## src/rtl/div_arbiter.sv

```systemverilog
// div_arbiter: round-robin front end that shares one 12/6-bit restoring
// divider between N_REQ requesters. Operands are screened at grant time so
// that divide-by-zero and quotient overflow never reach the divider; valid
// jobs are sequenced through the divider's start/ready handshake with a
// watchdog that aborts a hung divide.
module div_arbiter #(
    parameter int N_REQ        = 4,
    parameter int START_CYCLES = 2,
    parameter int TIMEOUT      = 64
) (
    input  logic                 clk,
    input  logic                 rst_n,
    input  logic [N_REQ-1:0]     req,
    input  logic [12*N_REQ-1:0]  req_aq,
    input  logic [6*N_REQ-1:0]   req_div,
    output logic [N_REQ-1:0]     gnt,
    output logic [N_REQ-1:0]     done,
    output logic [5:0]           res_q,
    output logic [5:0]           res_r,
    output logic [1:0]           res_err,
    output logic                 busy,
    output logic                 div_start,
    output logic [11:0]          div_aq,
    output logic [5:0]           div_div,
    input  logic [5:0]           div_quotient,
    input  logic [5:0]           div_remainder,
    input  logic                 div_ready
);

    localparam int IDX_W = (N_REQ > 1) ? $clog2(N_REQ) : 1;
    localparam int SC_W  = $clog2(START_CYCLES + 1);
    localparam int TO_W  = $clog2(TIMEOUT + 1);

    localparam logic [1:0] ERR_OK      = 2'd0;
    localparam logic [1:0] ERR_DIVZERO = 2'd1;
    localparam logic [1:0] ERR_OVF     = 2'd2;
    localparam logic [1:0] ERR_TIMEOUT = 2'd3;

    typedef enum logic [2:0] {
        ST_IDLE      = 3'd0,
        ST_START     = 3'd1,
        ST_WAIT_BUSY = 3'd2,
        ST_WAIT_DONE = 3'd3,
        ST_RESP      = 3'd4
    } state_t;

    state_t               state_r, state_s;
    logic [IDX_W-1:0]     rr_ptr_r, rr_ptr_s;
    logic [IDX_W-1:0]     win_r, win_s;
    logic [N_REQ-1:0]     gnt_r, gnt_s, done_r, done_s;
    logic [5:0]           res_q_r, res_q_s, res_r_r, res_r_s;
    logic [1:0]           err_r, err_s;
    logic                 div_start_r, div_start_s;
    logic [11:0]          aq_r, aq_s;
    logic [5:0]           dv_r, dv_s;
    logic [SC_W-1:0]      sc_cnt_r, sc_cnt_s;
    logic [TO_W-1:0]      to_cnt_r, to_cnt_s;

    logic [2*N_REQ-1:0]   req_dbl_s;
    logic [N_REQ-1:0]     req_rot_s;
    logic [IDX_W-1:0]     pick_off_s, pick_s;
    logic [IDX_W:0]       pick_sum_s;
    logic                 pick_vld_s;
    logic [11:0]          sel_aq_s;
    logic [5:0]           sel_dv_s;
    logic [1:0]           scr_err_s;
    logic [N_REQ-1:0]     pick_oh_s;

    // Classify operands before they are handed to the divider: a zero divisor
    // or a dividend whose upper seven bits reach the divisor cannot be divided.
    function automatic logic [1:0] screen_err(input logic [11:0] aq, input logic [5:0] dv);
        logic [1:0] err;
        if (dv == 6'd0) begin
            err = ERR_DIVZERO;
        end else if (aq[11:5] >= {1'b0, dv}) begin
            err = ERR_OVF;
        end else begin
            err = ERR_OK;
        end
        return err;
    endfunction

    // Round-robin pick: rotate req so the pointer lands at bit 0, take the
    // lowest set bit, then translate the offset back to a requester index.
    always_comb begin
        req_dbl_s  = {req, req};
        req_rot_s  = req_dbl_s[rr_ptr_r +: N_REQ];
        pick_off_s = {IDX_W{1'b0}};
        pick_vld_s = 1'b0;
        for (int k = N_REQ - 1; k >= 0; k--) begin
            if (req_rot_s[k]) begin
                pick_off_s = IDX_W'(k);
                pick_vld_s = 1'b1;
            end else begin
                pick_off_s = pick_off_s;
            end
        end
        pick_sum_s = {1'b0, rr_ptr_r} + {1'b0, pick_off_s};
        if (pick_sum_s >= (IDX_W+1)'(N_REQ)) begin
            pick_s = IDX_W'(pick_sum_s - (IDX_W+1)'(N_REQ));
        end else begin
            pick_s = pick_sum_s[IDX_W-1:0];
        end
        pick_oh_s = {{(N_REQ-1){1'b0}}, 1'b1} << pick_s;
        sel_aq_s  = 12'd0;
        sel_dv_s  = 6'd0;
        for (int k = 0; k < N_REQ; k++) begin
            if (pick_s == IDX_W'(k)) begin
                sel_aq_s = req_aq[12*k +: 12];
                sel_dv_s = req_div[6*k +: 6];
            end else begin
                sel_aq_s = sel_aq_s;
            end
        end
        scr_err_s = screen_err(sel_aq_s, sel_dv_s);
    end

    // Next-state and next-output logic for the service sequence.
    always_comb begin
        state_s     = state_r;
        rr_ptr_s    = rr_ptr_r;
        win_s       = win_r;
        gnt_s       = gnt_r;
        done_s      = done_r;
        res_q_s     = res_q_r;
        res_r_s     = res_r_r;
        err_s       = err_r;
        div_start_s = div_start_r;
        aq_s        = aq_r;
        dv_s        = dv_r;
        sc_cnt_s    = sc_cnt_r;
        to_cnt_s    = to_cnt_r;
        case (state_r)
            ST_IDLE: begin
                if (pick_vld_s && div_ready) begin
                    win_s = pick_s;
                    gnt_s = pick_oh_s;
                    aq_s  = sel_aq_s;
                    dv_s  = sel_dv_s;
                    if (scr_err_s != ERR_OK) begin
                        state_s = ST_RESP;
                        done_s  = pick_oh_s;
                        err_s   = scr_err_s;
                        res_q_s = 6'd0;
                        res_r_s = 6'd0;
                    end else begin
                        state_s     = ST_START;
                        div_start_s = 1'b1;
                        sc_cnt_s    = {SC_W{1'b0}};
                    end
                end else begin
                    state_s = ST_IDLE;
                end
            end
            ST_START: begin
                if (sc_cnt_r == SC_W'(START_CYCLES - 1)) begin
                    div_start_s = 1'b0;
                    state_s     = ST_WAIT_BUSY;
                    to_cnt_s    = {TO_W{1'b0}};
                end else begin
                    sc_cnt_s = sc_cnt_r + SC_W'(1);
                end
            end
            ST_WAIT_BUSY: begin
                if (to_cnt_r == TO_W'(TIMEOUT - 1)) begin
                    state_s = ST_RESP;
                    done_s  = gnt_r;
                    err_s   = ERR_TIMEOUT;
                    res_q_s = 6'd0;
                    res_r_s = 6'd0;
                end else if (!div_ready) begin
                    state_s  = ST_WAIT_DONE;
                    to_cnt_s = to_cnt_r + TO_W'(1);
                end else begin
                    to_cnt_s = to_cnt_r + TO_W'(1);
                end
            end
            ST_WAIT_DONE: begin
                if (div_ready) begin
                    state_s = ST_RESP;
                    done_s  = gnt_r;
                    err_s   = ERR_OK;
                    res_q_s = div_quotient;
                    res_r_s = div_remainder;
                end else if (to_cnt_r == TO_W'(TIMEOUT - 1)) begin
                    state_s = ST_RESP;
                    done_s  = gnt_r;
                    err_s   = ERR_TIMEOUT;
                    res_q_s = 6'd0;
                    res_r_s = 6'd0;
                end else begin
                    to_cnt_s = to_cnt_r + TO_W'(1);
                end
            end
            ST_RESP: begin
                state_s = ST_IDLE;
                gnt_s   = {N_REQ{1'b0}};
                done_s  = {N_REQ{1'b0}};
                res_q_s = 6'd0;
                res_r_s = 6'd0;
                err_s   = ERR_OK;
                if (win_r == IDX_W'(N_REQ - 1)) begin
                    rr_ptr_s = {IDX_W{1'b0}};
                end else begin
                    rr_ptr_s = win_r + IDX_W'(1);
                end
            end
            default: begin
                state_s     = ST_IDLE;
                gnt_s       = {N_REQ{1'b0}};
                done_s      = {N_REQ{1'b0}};
                div_start_s = 1'b0;
            end
        endcase
    end

    // FSM state register.
    always_ff @(posedge clk or negedge rst_n) begin
        if (!rst_n) begin
            state_r <= ST_IDLE;
        end else begin
            state_r <= state_s;
        end
    end

    // Registered datapath, pointer, counters and all client/divider outputs.
    always_ff @(posedge clk or negedge rst_n) begin
        if (!rst_n) begin
            rr_ptr_r    <= {IDX_W{1'b0}};
            win_r       <= {IDX_W{1'b0}};
            gnt_r       <= {N_REQ{1'b0}};
            done_r      <= {N_REQ{1'b0}};
            res_q_r     <= 6'd0;
            res_r_r     <= 6'd0;
            err_r       <= 2'd0;
            div_start_r <= 1'b0;
            aq_r        <= 12'd0;
            dv_r        <= 6'd0;
            sc_cnt_r    <= {SC_W{1'b0}};
            to_cnt_r    <= {TO_W{1'b0}};
        end else begin
            rr_ptr_r    <= rr_ptr_s;
            win_r       <= win_s;
            gnt_r       <= gnt_s;
            done_r      <= done_s;
            res_q_r     <= res_q_s;
            res_r_r     <= res_r_s;
            err_r       <= err_s;
            div_start_r <= div_start_s;
            aq_r        <= aq_s;
            dv_r        <= dv_s;
            sc_cnt_r    <= sc_cnt_s;
            to_cnt_r    <= to_cnt_s;
        end
    end

    assign gnt       = gnt_r;
    assign done      = done_r;
    assign res_q     = res_q_r;
    assign res_r     = res_r_r;
    assign res_err   = err_r;
    assign busy      = (state_r != ST_IDLE);
    assign div_start = div_start_r;
    assign div_aq    = aq_r;
    assign div_div   = dv_r;

endmodule
```

## config.mk

```make
export PLATFORM = sky130hd
export DESIGN_NAME = div_arbiter
export DESIGN_NICKNAME = d
export VERILOG_FILES = /design/src/rtl/div_arbiter.sv
export SDC_FILE = /design/constraint.sdc
export NUM_CORES = 1
export LEC_CHECK = 0
export CAP_MARGIN = 25
export CORE_UTILIZATION = 40
export CTS_CLUSTER_DIAMETER = 30
export CTS_CLUSTER_SIZE = 25
export DETAILED_ROUTE_END_ITERATION = 7
export GPL_TIMING_DRIVEN = 1
export PLACE_DENSITY = 0.83
export SLEW_MARGIN = 20
export SYNTH_ARGS = -nofsm -noshare
export SYNTH_HDL_FRONTEND = slang
export SYNTH_SLANG_ARGS = --single-unit
```

## constraint.sdc

```tcl
create_clock -name clk -period 5.6 [get_ports clk]
set_input_delay 1.12 -clock clk [delete_from_list [all_inputs] [get_ports clk]]
set_output_delay 1.12 -clock clk [all_outputs]
set_load 0.01 [all_outputs]
```

==> reports/results.ini <==
[synth]
netlist_instances=349
yosys_most_used_dff=dfrtp_1
yosys-top-cells-area=dfrtp_1, mux4_2, nand2_1
yosys_warnings=0
avgSynthCellArea_um2=9.92
synth_cell_types=54
netlist_area_um2=3460
synth_seq_area_share=0.412
synth_edf_count=0
syn_nets=450
synth_top_area_frac=0.412
async_flop_share=1.00
synth-seq-cells=57
synth_top_area_cell=dfrtp_1

[floorplan]
pin_count=133
core_area_um2=8300
rows=33
fp.dieW_um=95.0
die_h_um=95.0
dieArea_um2=9030
start_util=0.417

[global_routing]
track_usage=0.242
antenna_found_initial=0
grt_start_max_net_pins=58
grt_pass1_wl_um=16600
overflow=0
grt_pass1_vias=3562

[final_layout]
drive_gt1_frac=0.156
seqCellArea_um2=1430
layout.nets=602
fin_area_um2=5350
num_antenna_cells=0
area_growth_pct=54.4
nFillCells=651
multiInputGateArea_um2=1940
layout_common_cells=clkdlybuf4s50_1, nand2_1, dfrtp_1
final_common_cell=clkdlybuf4s50_1
fin_cells=611

[critical_path]
crit_fanout=7
cpMostUsedCell=ha_1
critPathRequiredTime_ns=5.89
crit_chain=clkdlybuf4s50_1 > nor2_1 > o21ai_0 > o221ai_1 > ha_1 > xnor2_1 > or4_4 > and2_4 > mux4_2 > ha_1 > a21o_1 > a31oi_2 > buf_4 > o211ai_1 > a2111oi_1 > a221o_1 > nand2b_2 > a22o_1
worst_setup_path_start_kind=input port
end_kind=flop
path_class=input port to flop
slowest_delay_ns=0.57
worstPathArrival_ns=5.68
crit_path_top_delay_cell=or4_4

[clock_tree]
cts-resized-gates=0
cts_setup_buffers=0
cts_root_buf=clkbuf_8
clockBufferDepth=2
clock_sinks=57
ctsHoldBuffers=0
clk_latency_ns=0.35
cts_buffers=9
cts_tree=done
clk_pin_slew_ns=0.07
htree_levels=3

[routing]
drc=0
wl_um=10100
dr.pass1.iters=4
via_count=3399
via_per_inst=5.56
drt-initial-drc-count=260
wl_per_cell_um=16.5
antenna_left=0

[power]
peakVddDrop_mv=0.425
switching_share=0.391
clockPowerShare=0.148
cellPowerDensity_nw_per_um2=641
p_comb_frac=0.643
p_leak_uw=0.00230
p_sw_uw=1340
cell_internal_pwr_uw=2080
pwr-share-seq=0.209

[timing]
timing.final.crit_share=0.963
setup-violations-final=0
finClkSkew_ns=0.0116
period_needed_ns=5.39
holdWs_ns=0.481
tightestPinTransition_ns=0.764
drv_slew=0
max_freq_mhz=185
tns_ns=0
slew_headroom=0.491
finalHoldViolations=0
setup_slack_ns=0.207

[placed_design]
pre_cts_slack_ns=-0.360
dpl.cell_count=594
place_hpwl_um=7720
io_buffers=132
gp_congestion=0.863
dpl_cell_area_um2=5040

[hold_path]
hp-class=flop to flop

[flow_run]
max_cap_viol_count=0

[outcome]
status=completed

-- cells in the mapped netlist, types with 2 or more instances --
cell type	n
a22o_1	15
o21a_1	2
buf_6	2
a21o_1	3
a31oi_1	4
o31ai_1	3
a2111oi_0	2
and2_1	2
nand2b_1	8
nor4_1	5
mux2_2	6
xnor2_1	3
inv_1	11
nor2b_1	2
o22ai_1	5
nand2_1	68
nand3_1	9
o32a_1	2
a211oi_1	5
mux2i_1	8
o221ai_1	2
or3_1	2
dfrtp_1	57
o211ai_1	3
and3_1	2
mux4_2	16
a21oi_1	6
o21ai_0	18
nor2_1	22
buf_2	4
or4_1	2
nor3_1	6
ha_1	10
clkbuf_1	12
a21boi_0	3
-- flip-flops by register name (all words and copies together), names as in the netlist, 3 cells and up --
name      flops
div_aq       12
to_cnt_r      7
div_div       6
res_q         6
res_r         6
done          4
gnt           4
state_r       3
-- per-stage QoR --
stage,util,total power [uW]
CTS,0.639,3350
finish,0.644,3420
global route,0.644,3680
floorplan,-,1970
detailed placement,0.608,2830
global placement,0.608,2750
-- power by group through the flow --
stage,clock network [uW],registers (uW),logic [uW]
CTS,514,714,2130
detailed placement,0,718,2120
finish,507,716,2200
global placement,0,715,2040
global route,534,738,2410
floorplan,0,728,1240
-- logic make-up after synthesis --
logic type,count (synthesis),share of synthesized area
AOI/OAI and AO/OA,82,0.175
xor gates and xnor gates,3,0.00759
adders and majority gates,10,0.0362
buffers and inverters,30,0.0383
DFF,57,0.412
muxes,30,0.147
and+or+nand+nor,137,0.184
-- worst max-delay path, delay by kind of cell --
kind | cells | cell delay, ns
simple gates | 4 | 1.25
compound gates | 8 | 1.54
buf+inv | 2 | 0.65
fa+ha+maj | 2 | 0.54
xor+xnor | 1 | 0.11
mux | 1 | 0.45
-- final timing paths --
kind / endpoint / slack (ns) / cells after the start / start
hold / removal: div_aq[3] / 0.48 / 2 / div_aq[3]
setup / recovery: res_r[1] / 0.21 / 18 / req[2]
min in group asynchronous: res_r[0] / 0.92 / 2 / rst_n
max in group asynchronous: gnt[1] / 4.21 / 2 / rst_n
setup reg to reg: res_r[1] / 0.93 / 18 / rr_ptr_r[0]
hold reg to reg: div_aq[3] / 0.48 / 2 / div_aq[3]
-- layer usage --
metal | GRT usage | part of all wire | vias to the layer above
met1 | 0.269 | 0.39 | 1637
met5 | 0 | 0 | -
met2 | 0.429 | 0.52 | 146
met4 | 0.102 | 0.025 | 0
met3 | 0.0734 | 0.068 | 22
li1 | - | - | 1594
-- final cells by class --
class / count / share of cell area
Tap cell: 105 / 0.0246
Inverter: 11 / 0.00772
Multi-Input combinational cell: 263 / 0.364
Clock buffer: 10 / 0.0239
Clock inverter: 6 / 0.0243
Timing Repair Buffer: 159 / 0.289
Sequential cell: 57 / 0.267
Power figures use the tool's default switching activity.
